[config.mk]
export PLATFORM = sky130hd
export DESIGN_NAME = vga_source_scheduler
export DESIGN_NICKNAME = d
export VERILOG_FILES = /design/src/rtl/vga_pkg.sv /design/src/rtl/vga_frame_tick.sv /design/src/rtl/vga_source_scheduler.sv
export SDC_FILE = /design/constraint.sdc
export NUM_CORES = 1
export LEC_CHECK = 0
export CAP_MARGIN = 15
export CORE_MARGIN = 2
export CORE_UTILIZATION = 40
export DETAILED_ROUTE_END_ITERATION = 6
export GPL_TIMING_DRIVEN = 0
export PLACE_DENSITY = 0.72
export SLEW_MARGIN = 0
export SYNTH_ARGS = -nofsm -noshare
export SYNTH_HDL_FRONTEND = slang
export SYNTH_SLANG_ARGS = --single-unit
[constraint.sdc]
create_clock -name vga_clk -period 4.7 [get_ports vga_clk]
set_input_delay 0.94 -clock vga_clk [delete_from_list [all_inputs] [get_ports vga_clk]]
set_output_delay 0.94 -clock vga_clk [all_outputs]
set_load 0.005 [all_outputs]
[src/rtl/vga_pkg.sv]
// vga_pkg: shared types, default timing constants and pattern helpers for the
// VGA source scheduler and its frame-tick detector.
package vga_pkg;

   localparam int unsigned H_TOTAL_DEF     = 800;
   localparam int unsigned V_TOTAL_DEF     = 525;
   localparam int unsigned HOLD_FRAMES_DEF = 60;

   localparam int unsigned CNT_W   = 10;
   localparam int unsigned SW_W    = 10;
   localparam int unsigned PAT_W   = 3;
   localparam int unsigned FRAME_W = 16;

   // Pattern index; the auto schedule steps through these in order and wraps.
   typedef enum logic [1:0] {
      PAT_RED   = 2'd0,
      PAT_CHECK = 2'd1,
      PAT_GRAD  = 2'd2,
      PAT_WHITE = 2'd3
   } pattern_e;

   // Display ownership between the test pattern generator and the renderer.
   typedef enum logic [1:0] {
      TP_OWN     = 2'd0,
      GRANT_PEND = 2'd1,
      RND_OWN    = 2'd2,
      REL_PEND   = 2'd3
   } own_state_e;

   // Pattern index to the generator's one-hot select (WHITE selects nothing).
   function automatic logic [PAT_W-1:0] pattern_onehot(input pattern_e pat);
      logic [PAT_W-1:0] sel;
      case (pat)
         PAT_RED:   sel = 3'b001;
         PAT_CHECK: sel = 3'b010;
         PAT_GRAD:  sel = 3'b100;
         default:   sel = 3'b000;
      endcase
      return sel;
   endfunction

   // Manual switch decode with the generator's priority: bit0 > bit1 > bit2.
   function automatic pattern_e pattern_from_sw(input logic [PAT_W-1:0] sw);
      pattern_e pat;
      if (sw[0]) begin
         pat = PAT_RED;
      end else if (sw[1]) begin
         pat = PAT_CHECK;
      end else if (sw[2]) begin
         pat = PAT_GRAD;
      end else begin
         pat = PAT_WHITE;
      end
      return pat;
   endfunction

endpackage

[src/rtl/vga_frame_tick.sv]
// vga_frame_tick: flags the last pixel of the last line of a frame.
// Ports:
//   hcount       in  CNT_W  current pixel column
//   vcount       in  CNT_W  current line
//   frame_tick_c out 1      high for the single cycle at (H_TOTAL-1, V_TOTAL-1)
module vga_frame_tick
   import vga_pkg::*;
#(
   parameter int unsigned H_TOTAL = H_TOTAL_DEF,
   parameter int unsigned V_TOTAL = V_TOTAL_DEF
) (
   input  logic [CNT_W-1:0] hcount,
   input  logic [CNT_W-1:0] vcount,
   output logic             frame_tick_c
);

   localparam logic [CNT_W-1:0] H_LAST = CNT_W'(H_TOTAL - 1);
   localparam logic [CNT_W-1:0] V_LAST = CNT_W'(V_TOTAL - 1);

   assign frame_tick_c = (hcount == H_LAST) && (vcount == V_LAST);

endmodule

[src/rtl/vga_source_scheduler.sv]
// vga_source_scheduler: frame-synchronous pattern schedule and display
// ownership arbiter. Every visible change is committed on the frame-tick edge
// so it first appears at hcount = vcount = 0.
// Ports:
//   vga_clk      in  1   pixel clock
//   reset        in  1   synchronous, active-high
//   hcount       in  10  pixel column from the timing generator
//   vcount       in  10  line from the timing generator
//   SW           in  10  SW[2:0] manual pattern, SW[9] auto enable
//   next_req     in  1   pulse: advance pattern at next frame (auto only)
//   render_req   in  1   level: renderer wants the display
//   render_grant out 1   renderer owns the display
//   src_sel      out 1   pixel mux select, 1 = renderer
//   pattern_sel  out 3   one-hot pattern generator select
//   frame_cnt    out 16  frames since reset, wrapping
module vga_source_scheduler
   import vga_pkg::*;
#(
   parameter int unsigned H_TOTAL     = H_TOTAL_DEF,
   parameter int unsigned V_TOTAL     = V_TOTAL_DEF,
   parameter int unsigned HOLD_FRAMES = HOLD_FRAMES_DEF
) (
   input  logic               vga_clk,
   input  logic               reset,
   input  logic [CNT_W-1:0]   hcount,
   input  logic [CNT_W-1:0]   vcount,
   input  logic [SW_W-1:0]    SW,
   input  logic               next_req,
   input  logic               render_req,
   output logic               render_grant,
   output logic               src_sel,
   output logic [PAT_W-1:0]   pattern_sel,
   output logic [FRAME_W-1:0] frame_cnt
);

   localparam int unsigned     HOLD_W    = (HOLD_FRAMES > 1) ? $clog2(HOLD_FRAMES) : 1;
   localparam logic [HOLD_W-1:0] HOLD_LAST = HOLD_W'(HOLD_FRAMES - 1);

   logic               frame_tick_c;
   logic               auto_en_c;
   logic               unused_sw_c;

   logic [HOLD_W-1:0]  hold_q, hold_d;
   pattern_e           idx_q, idx_d;
   logic               adv_pend_q, adv_pend_d;
   logic [PAT_W-1:0]   pattern_sel_q, pattern_sel_d;
   logic [FRAME_W-1:0] frame_cnt_q, frame_cnt_d;
   own_state_e         own_q, own_d;
   logic               render_grant_q, render_grant_d;
   logic               src_sel_q, src_sel_d;

   vga_frame_tick #(
      .H_TOTAL (H_TOTAL),
      .V_TOTAL (V_TOTAL)
   ) u_frame_tick (
      .hcount       (hcount),
      .vcount       (vcount),
      .frame_tick_c (frame_tick_c)
   );

   assign auto_en_c   = SW[SW_W-1];
   assign unused_sw_c = ^SW[SW_W-2:PAT_W];

   // Pattern schedule and frame counter.
   always_comb begin
      hold_d        = hold_q;
      idx_d         = idx_q;
      adv_pend_d    = adv_pend_q;
      pattern_sel_d = pattern_sel_q;
      frame_cnt_d   = frame_cnt_q;

      if (frame_tick_c) begin
         frame_cnt_d = frame_cnt_q + FRAME_W'(1);
         if (!auto_en_c) begin
            // Loading the index from SW lets a return to auto resume here.
            idx_d      = pattern_from_sw(SW[PAT_W-1:0]);
            hold_d     = '0;
            adv_pend_d = 1'b0;
         end else begin
            // A request landing on the tick itself is held for the next tick.
            adv_pend_d = next_req;
            // Pending request and hold expiry merge into one single step.
            if (adv_pend_q || (hold_q == HOLD_LAST)) begin
               idx_d  = pattern_e'(2'(idx_q + 2'd1));
               hold_d = '0;
            end else begin
               hold_d = hold_q + HOLD_W'(1);
            end
         end
         pattern_sel_d = pattern_onehot(idx_d);
      end else if (auto_en_c && next_req) begin
         adv_pend_d = 1'b1;
      end
   end

   // Ownership FSM: grant and release only ever commit on a frame tick.
   always_comb begin
      own_d          = own_q;
      render_grant_d = render_grant_q;
      src_sel_d      = src_sel_q;

      case (own_q)
         TP_OWN: begin
            if (render_req) own_d = GRANT_PEND;
         end
         GRANT_PEND: begin
            if (!render_req) begin
               own_d = TP_OWN;
            end else if (frame_tick_c) begin
               own_d = RND_OWN;
            end
         end
         RND_OWN: begin
            if (!render_req) own_d = REL_PEND;
         end
         REL_PEND: begin
            // Re-assertion wins over the tick, so the renderer keeps the display.
            if (render_req) begin
               own_d = RND_OWN;
            end else if (frame_tick_c) begin
               own_d = TP_OWN;
            end
         end
         default: own_d = TP_OWN;
      endcase

      render_grant_d = (own_d == RND_OWN) || (own_d == REL_PEND);
      src_sel_d      = render_grant_d;
   end

   always_ff @(posedge vga_clk) begin
      if (reset) begin
         hold_q         <= '0;
         idx_q          <= PAT_RED;
         adv_pend_q     <= 1'b0;
         pattern_sel_q  <= 3'b001;
         frame_cnt_q    <= '0;
         own_q          <= TP_OWN;
         render_grant_q <= 1'b0;
         src_sel_q      <= 1'b0;
      end else begin
         hold_q         <= hold_d;
         idx_q          <= idx_d;
         adv_pend_q     <= adv_pend_d;
         pattern_sel_q  <= pattern_sel_d;
         frame_cnt_q    <= frame_cnt_d;
         own_q          <= own_d;
         render_grant_q <= render_grant_d;
         src_sel_q      <= src_sel_d;
      end
   end

   assign render_grant = render_grant_q;
   assign src_sel      = src_sel_q;
   assign pattern_sel  = pattern_sel_q;
   assign frame_cnt    = frame_cnt_q;

endmodule

==> metrics.csv, run 1 <==
metric,value,unit
clock slew at reported path FFs,0.07,ns
Netlist Area Pre-Place,1610,um2
final core occ,57.0,%
fin. max-slew vios,0,
vias in the first global route,1401,
latest clock arrival within the worst-skew pair,0.28,ns
# Max-Cap Violations,0,
input/output buffers,48,
post-DP HPWL,2930,um
TNS Setup,0,ns
diode count,0,
CTS max path bufs,2,
die height,67.4,um
CP bufs+invs,2,
"crit path setup slack, layout",2.10,ns
Post-Syn Instances,186,
Final ANT Viol Nets,0,
P per Cell Area,231,nW/um2
CTS Sinks,30,
row cnt,23,
#FFs+latches synth,30,
CTS tree,built,
Yosys cell types,47,
relative slew slack,64.0,%
starting density of the core,40.8,%
CP Max Fanout,10,
register area share after synthesis,37.3,%
CTS buffer count,5,
crit start category,input pin,
first-pass GRT wire length,6690,um
Syn Nets,222,
GRT Total Usage,19.6,%
Die Area,4550,um2
nets@finish,277,
pre-CTS WS,1.80,ns
CTS root buf,clkbuf_8,
P&R area growth vs syn,39.7,%
Post-synth ARST share,0,%
Die Width,67.4,um
WP data required,4.86,ns
Slew @ Worst Pin,0.540,ns
Avg WL per Cell,13.7,um
Worst Hold Class,flop to flop,
Tmin final,2.60,ns
largest net degree at the start of global routing,11,
Core Box Area,3940,um2
Placer Congestion,0.825,
hold-fix buffers at CTS,0,
status,finished clean,
cell area after layout,2250,um2
"slowest stage delay, CP",0.44,ns
TritonRoute pass-1 iters,4,
Initial DRC Count,82,
share of post-route cells with drive strength above 1,10.3,%
Setup-failing EPs final,0,
LEAKAGE,0.000772,uW
crit-path cells,clkdlybuf4s50_1 > nor4_4 > and4b_4 > nand2_2 > clkbuf_1 > o211ai_1 > o41ai_2,
ys flop type,dfxtp_1,
via count,1632,
CTS resizes,0,
initial antenna violation count,0,
average cell area after synthesis,8.65,um2
cell family with most CP delay,simple AND/OR/NAND/NOR gates,
post-CTS setup buffers,0,
period utilisation layout,55.3,%
CP startpoint,vcount[4],
RSZ-0062 raised after global routing,no,
Ports,55,
Worst path slowest cell,clkdlybuf4s50_1,
grt ovf,0,
Worst Setup End Kind,flop,
number of flops mapped to enable cells by yosys,0,
clock skew,0.00541,ns
drt drc,0,
CP Class,input pin to flop,
worst path arrival time,2.76,ns
placed cell areas,2150,um2
Via-to-Cell Ratio,5.59,
Max Fclk,385,MHz
Ys Warns,0,
Post-Route WL,4010,um
worst reg2reg path startpoint,hold_q[0],
hold path start,pattern_sel[2],
Final Hold Viols,0,
final hold slack,0.450,ns
number of H-tree levels,2,
Peak VDD IR,0.000135,V
-- Yosys cell counts, types with 5 or more instances --
master / n / area share (%)
dfxtp_1: 30 / 37
nand2_1: 15 / 3.5
nand3_1: 14 / 4.4
a21oi_1: 13 / 4.0
nor2_1: 11 / 2.6
or4_1: 8 / 3.7
o211ai_1: 7 / 3.3
o31ai_1: 7 / 3.3
clkbuf_1: 6 / 1.4
inv_1: 5 / 1.2
nor2b_1: 5 / 1.9
o21ai_0: 5 / 1.6
-- placed cells by master (no fill, tap or decap), types with 4 or more instances in the layout --
cell type         n
or3_1             4
clkbuf_8          6
and4_1            4
nand3_1          14
nand2_1          15
or4_1             8
clkdlybuf4s50_1  48
clkbuf_1          6
a21oi_1          13
dfxtp_1          30
nor2_1           11
o31ai_1           7
nand4_1           4
nor3_1            4
nand3b_1          4
o211ai_1          7
o21ai_0           5
inv_1             5
nor2b_1           5
-- state kept, by name, summed over array words and instances, names as in the netlist --
register	cells
adv_pend_q	1
frame_cnt	16
hold_q	6
idx_q	2
own_q	1
pattern_sel	3
src_sel	1
-- worst paths after layout --
check | end | slack (ns) | cells after the start
min reg2reg | pattern_sel[2] | 0.45 | 2
max reg2reg | hold_q[4] | 2.93 | 5
min | pattern_sel[2] | 0.45 | 2
max | hold_q[5] | 2.10 | 7
-- layer usage --
| metal | global-route usage, % | vias up | routed length (um) |
|---|---|---|---|
| met3 | 6.67 | 6 | 263 |
| met5 | 0 | - | 0 |
| met2 | 29.5 | 51 | 1820 |
| met4 | 6.12 | 0 | 38 |
| met1 | 26.3 | 756 | 1890 |
| li1 | - | 819 | - |
-- kinds of logic after synthesis --
| group | count (synthesis) | share of synthesized area (%) |
|---|---|---|
| simple gates | 92 | 35.8 |
| compound gates | 42 | 18.0 |
| flops | 30 | 37.3 |
| buf+inv | 14 | 3.65 |
| xor+xnor | 3 | 1.63 |
| mux | 3 | 2.02 |
| fa+ha+maj | 2 | 1.55 |
-- stage by stage --
stage	power [uW]	instances
after floorplan	277	186
after global placement	306	284
after detailed placement	307	284
after CTS	525	292
after global routing	543	292
final	520	292
-- tightest hold or removal path, stage by stage (launching register included) --
cell,delay (ns)
dfxtp_1,0.31
nand2_1,0.05
a21oi_1,0.05
-- report_power, final --
part / total, uW / internal, uW / switching [uW]
clock network: 219 / 118 / 102
logic: 44.7 / 26.6 / 18.1
registers: 256 / 255 / 1.05
-- area by class of cell --
cell class,count,area [um2]
Buffer,9,40.0
Multi-Input combinational cell,142,950
Sequential cell,30,601
Inverter,5,18.8
Tap cell,50,62.6
Fill cell,369,1700
Clock buffer,6,82.6
Clock inverter,2,12.5
Timing Repair Buffer,48,480
Power figures use the tool's default switching activity.
==> inputs of run 2 (changes only) <==
PLACE_DENSITY = 0.75   (was 0.72)
clock period = 2.18 ns   (was 4.7 ns; I/O delays follow)
==> metrics.csv, run 2 (synthesis gave the netlist of run 1 again) <==
metric,value,unit,change
RSZ-0062 raised after global routing,no,,
Final ANT Viol Nets,0,,unchanged
LEAKAGE,0.000770,uW,-0.27%
worst reg2reg path startpoint,hold_q[0],,
"commonest non-fill, non-tap cell in the layout",clkdlybuf4s50_1,,
Final Hold Viols,0,,unchanged
largest net degree at the start of global routing,11,,unchanged
period utilisation layout,94.2,%,
CTS buffer count,5,,unchanged
clock slew at reported path FFs,0.06,ns,about the same
cell area after layout,2230,um2,-0.61%
die height,67.4,um,unchanged
grt ovf,0,,unchanged
TNS Setup,0,ns,unchanged
GRT Total Usage,19.5,%,-0.044 points
hold-fix buffers at CTS,0,,unchanged
placed cell areas,2150,um2,unchanged
P_int,821,uW,+110%
Clock Power Share,39.2,%,-2.9 points
fin. max-slew vios,0,,unchanged
Initial DRC Count,74,,-9.8%
crit start category,input pin,,
Setup-failing EPs final,0,,unchanged
Max Fclk,487,MHz,
Slew @ Worst Pin,0.560,ns,+0.0192 ns
via count,1649,,+1.0%
Peak VDD IR,0.000347,V,+160%
status,finished clean,,
Worst path depth,6,,-1
Reg2Reg Setup Slack,0.41,ns,-2.52 ns
Ports,55,,unchanged
most frequent cells in the layout,"48 x clkdlybuf4s50_1, 30 x dfxtp_1, 15 x nand2_1",,
"slowest stage delay, CP",0.44,ns,about the same
CTS root buf,clkbuf_8,,
number of H-tree levels,2,,unchanged
drt drc,0,,unchanged
CP Max Fanout,5,,-5
Die Width,67.4,um,unchanged
Core Box Area,3940,um2,unchanged
input/output buffers,48,,unchanged
P per Cell Area,478,nW/um2,+110%
Sequential Power Share,51.8,%,+2.5 points
capture point of the critical path,frame_cnt[14],,
Tmin final,2.05,ns,
CP Class,input pin to flop,,
P&R area growth vs syn,38.8,%,
crit-path cells,clkdlybuf4s50_1 > nor4_4 > and4b_4 > nand2_2 > nor3_1 > mux2_2,,
post-DP HPWL,2930,um,about the same
Post-Route WL,3940,um,-1.7%
nets@finish,276,,-0.36%
diode count,0,,unchanged
CTS max path bufs,2,,unchanged
share of post-route cells with drive strength above 1,10.8,%,+0.50 points
CTS Sinks,30,,unchanged
Final Total Pwr,1070,uW,+110%
# Max-Cap Violations,0,,unchanged
Sw Share,23.1,%,-0.11 points
latest clock arrival within the worst-skew pair,0.28,ns,about the same
Worst R2R End,hold_q[5],,
WP data required,2.36,ns,-2.50 ns
Die Area,4550,um2,unchanged
relative slew slack,62.7,%,-1.3 points
clock skew,0.00666,ns,+0.00125 ns
worst path arrival time,2.23,ns,-0.53 ns
CP startpoint,vcount[4],,
CTS tree,built,,
CP bufs+invs,1,,-1
Worst path slowest cell,clkdlybuf4s50_1,,
Worst Hold Class,flop to flop,,
Via-to-Cell Ratio,5.69,,+1.7%
worst r2r path cells,6,,+1
initial antenna violation count,0,,unchanged
switching pwr,247,uW,+100%
Placer Congestion,0.727,,-12%
Combinational Power Share,9.0,%,+0.4 points
vias in the first global route,1475,,+5.3%
max reg flops,16,,unchanged
TritonRoute pass-1 iters,4,,unchanged
Avg WL per Cell,13.6,um,-1.0%
first-pass GRT wire length,6660,um,-0.42%
Worst Setup End Kind,flop,,
row cnt,23,,unchanged
starting density of the core,40.8,%,unchanged
cell family with most CP delay,simple AND/OR/NAND/NOR gates,,
-- run 2: cell types whose count changed in the layout (fill, tap and decap cells not counted) --
| cell | delta |
|---|---|
| clkbuf_1 | -2 |
| clkbuf_2 | +1 |
| clkbuf_8 | -1 |
| clkinv_2 | +1 |
| clkinvlp_4 | -1 |
| nand3_1 | -1 |
| nand3_2 | +1 |
-- run 2: power groups by stage --
stage	Combinational, uW	Clock [uW]	Sequential (uW)
detailed placement	96.7	0	565
global route	106	445	553
floorplan	33.1	0	564
CTS	96.9	425	553
finish	96.2	419	553
global placement	95.3	0	565
-- run 2: per-layer routing --
| layer | global-route usage (%) | share of wire [%] |
|---|---|---|
| met1 | 26.0 | 46 |
| met2 | 30.2 | 46 |
| met3 | 5.50 | 6.8 |
| met4 | 7.14 | 1.4 |
| met5 | 0 | 0 |
-- run 2: tightest hold or removal path: cells and delay by family (launching register included) --
| family | cells | cell delay (ns) |
|---|---|---|
| AOI/OAI and AO/OA | 1 | 0.05 |
| DFF | 1 | 0.31 |
| and+or+nand+nor | 1 | 0.05 |
-- run 2: cell type report --
cell class                      count  area, um2
Buffer                              8       37.5
Clock buffer                        5       68.8
Clock inverter                      2       10.0
Fill cell                         353       1710
Inverter                            5       18.8
Multi-Input combinational cell    142        955
Sequential cell                    30        601
Tap cell                           50       62.6
Timing Repair Buffer               48        480
-- run 2: worst min path at each step --
stage	from	to	slack [ns]	cells after the start
6_report	pattern_sel[1]	pattern_sel[1]	0.46	2
5_1_grt	pattern_sel[1]	pattern_sel[1]	0.49	2
4_1_cts	pattern_sel[2]	pattern_sel[2]	0.46	2
3_5_place_dp	pattern_sel[2]	pattern_sel[2]	0.45	2
3_3_place_gp	pattern_sel[1]	pattern_sel[1]	0.45	2
2_1_floorplan	own_q[0]	own_q[0]	0.43	1
-- run 2: metrics by stage --
stage / std cells / hold WS (ns) / setup WS, ns / utilization [%]
2_1_floorplan: 186 / 0.435 / 0.439 / -
3_3_place_gp: 284 / 0.446 / -0.215 / 54.6
3_5_place_dp: 284 / 0.454 / -0.195 / 54.6
4_1_cts: 291 / 0.464 / 0.103 / 56.6
5_1_grt: 290 / 0.486 / 0.000994 / 56.6
6_report: 290 / 0.462 / 0.126 / 56.6
-- run 2: what timing repair did --
action                     4_1_cts  5_1_grt
resized for setup                0        3
setup endpoints to repair        0        6
buffers inserted                 0        0
==> inputs of run 3 (changes only) <==
SLEW_MARGIN = default   (was 0)
==> results of run 3 <==
The final DEF is identical to that of run 2; final timing and power are the same.
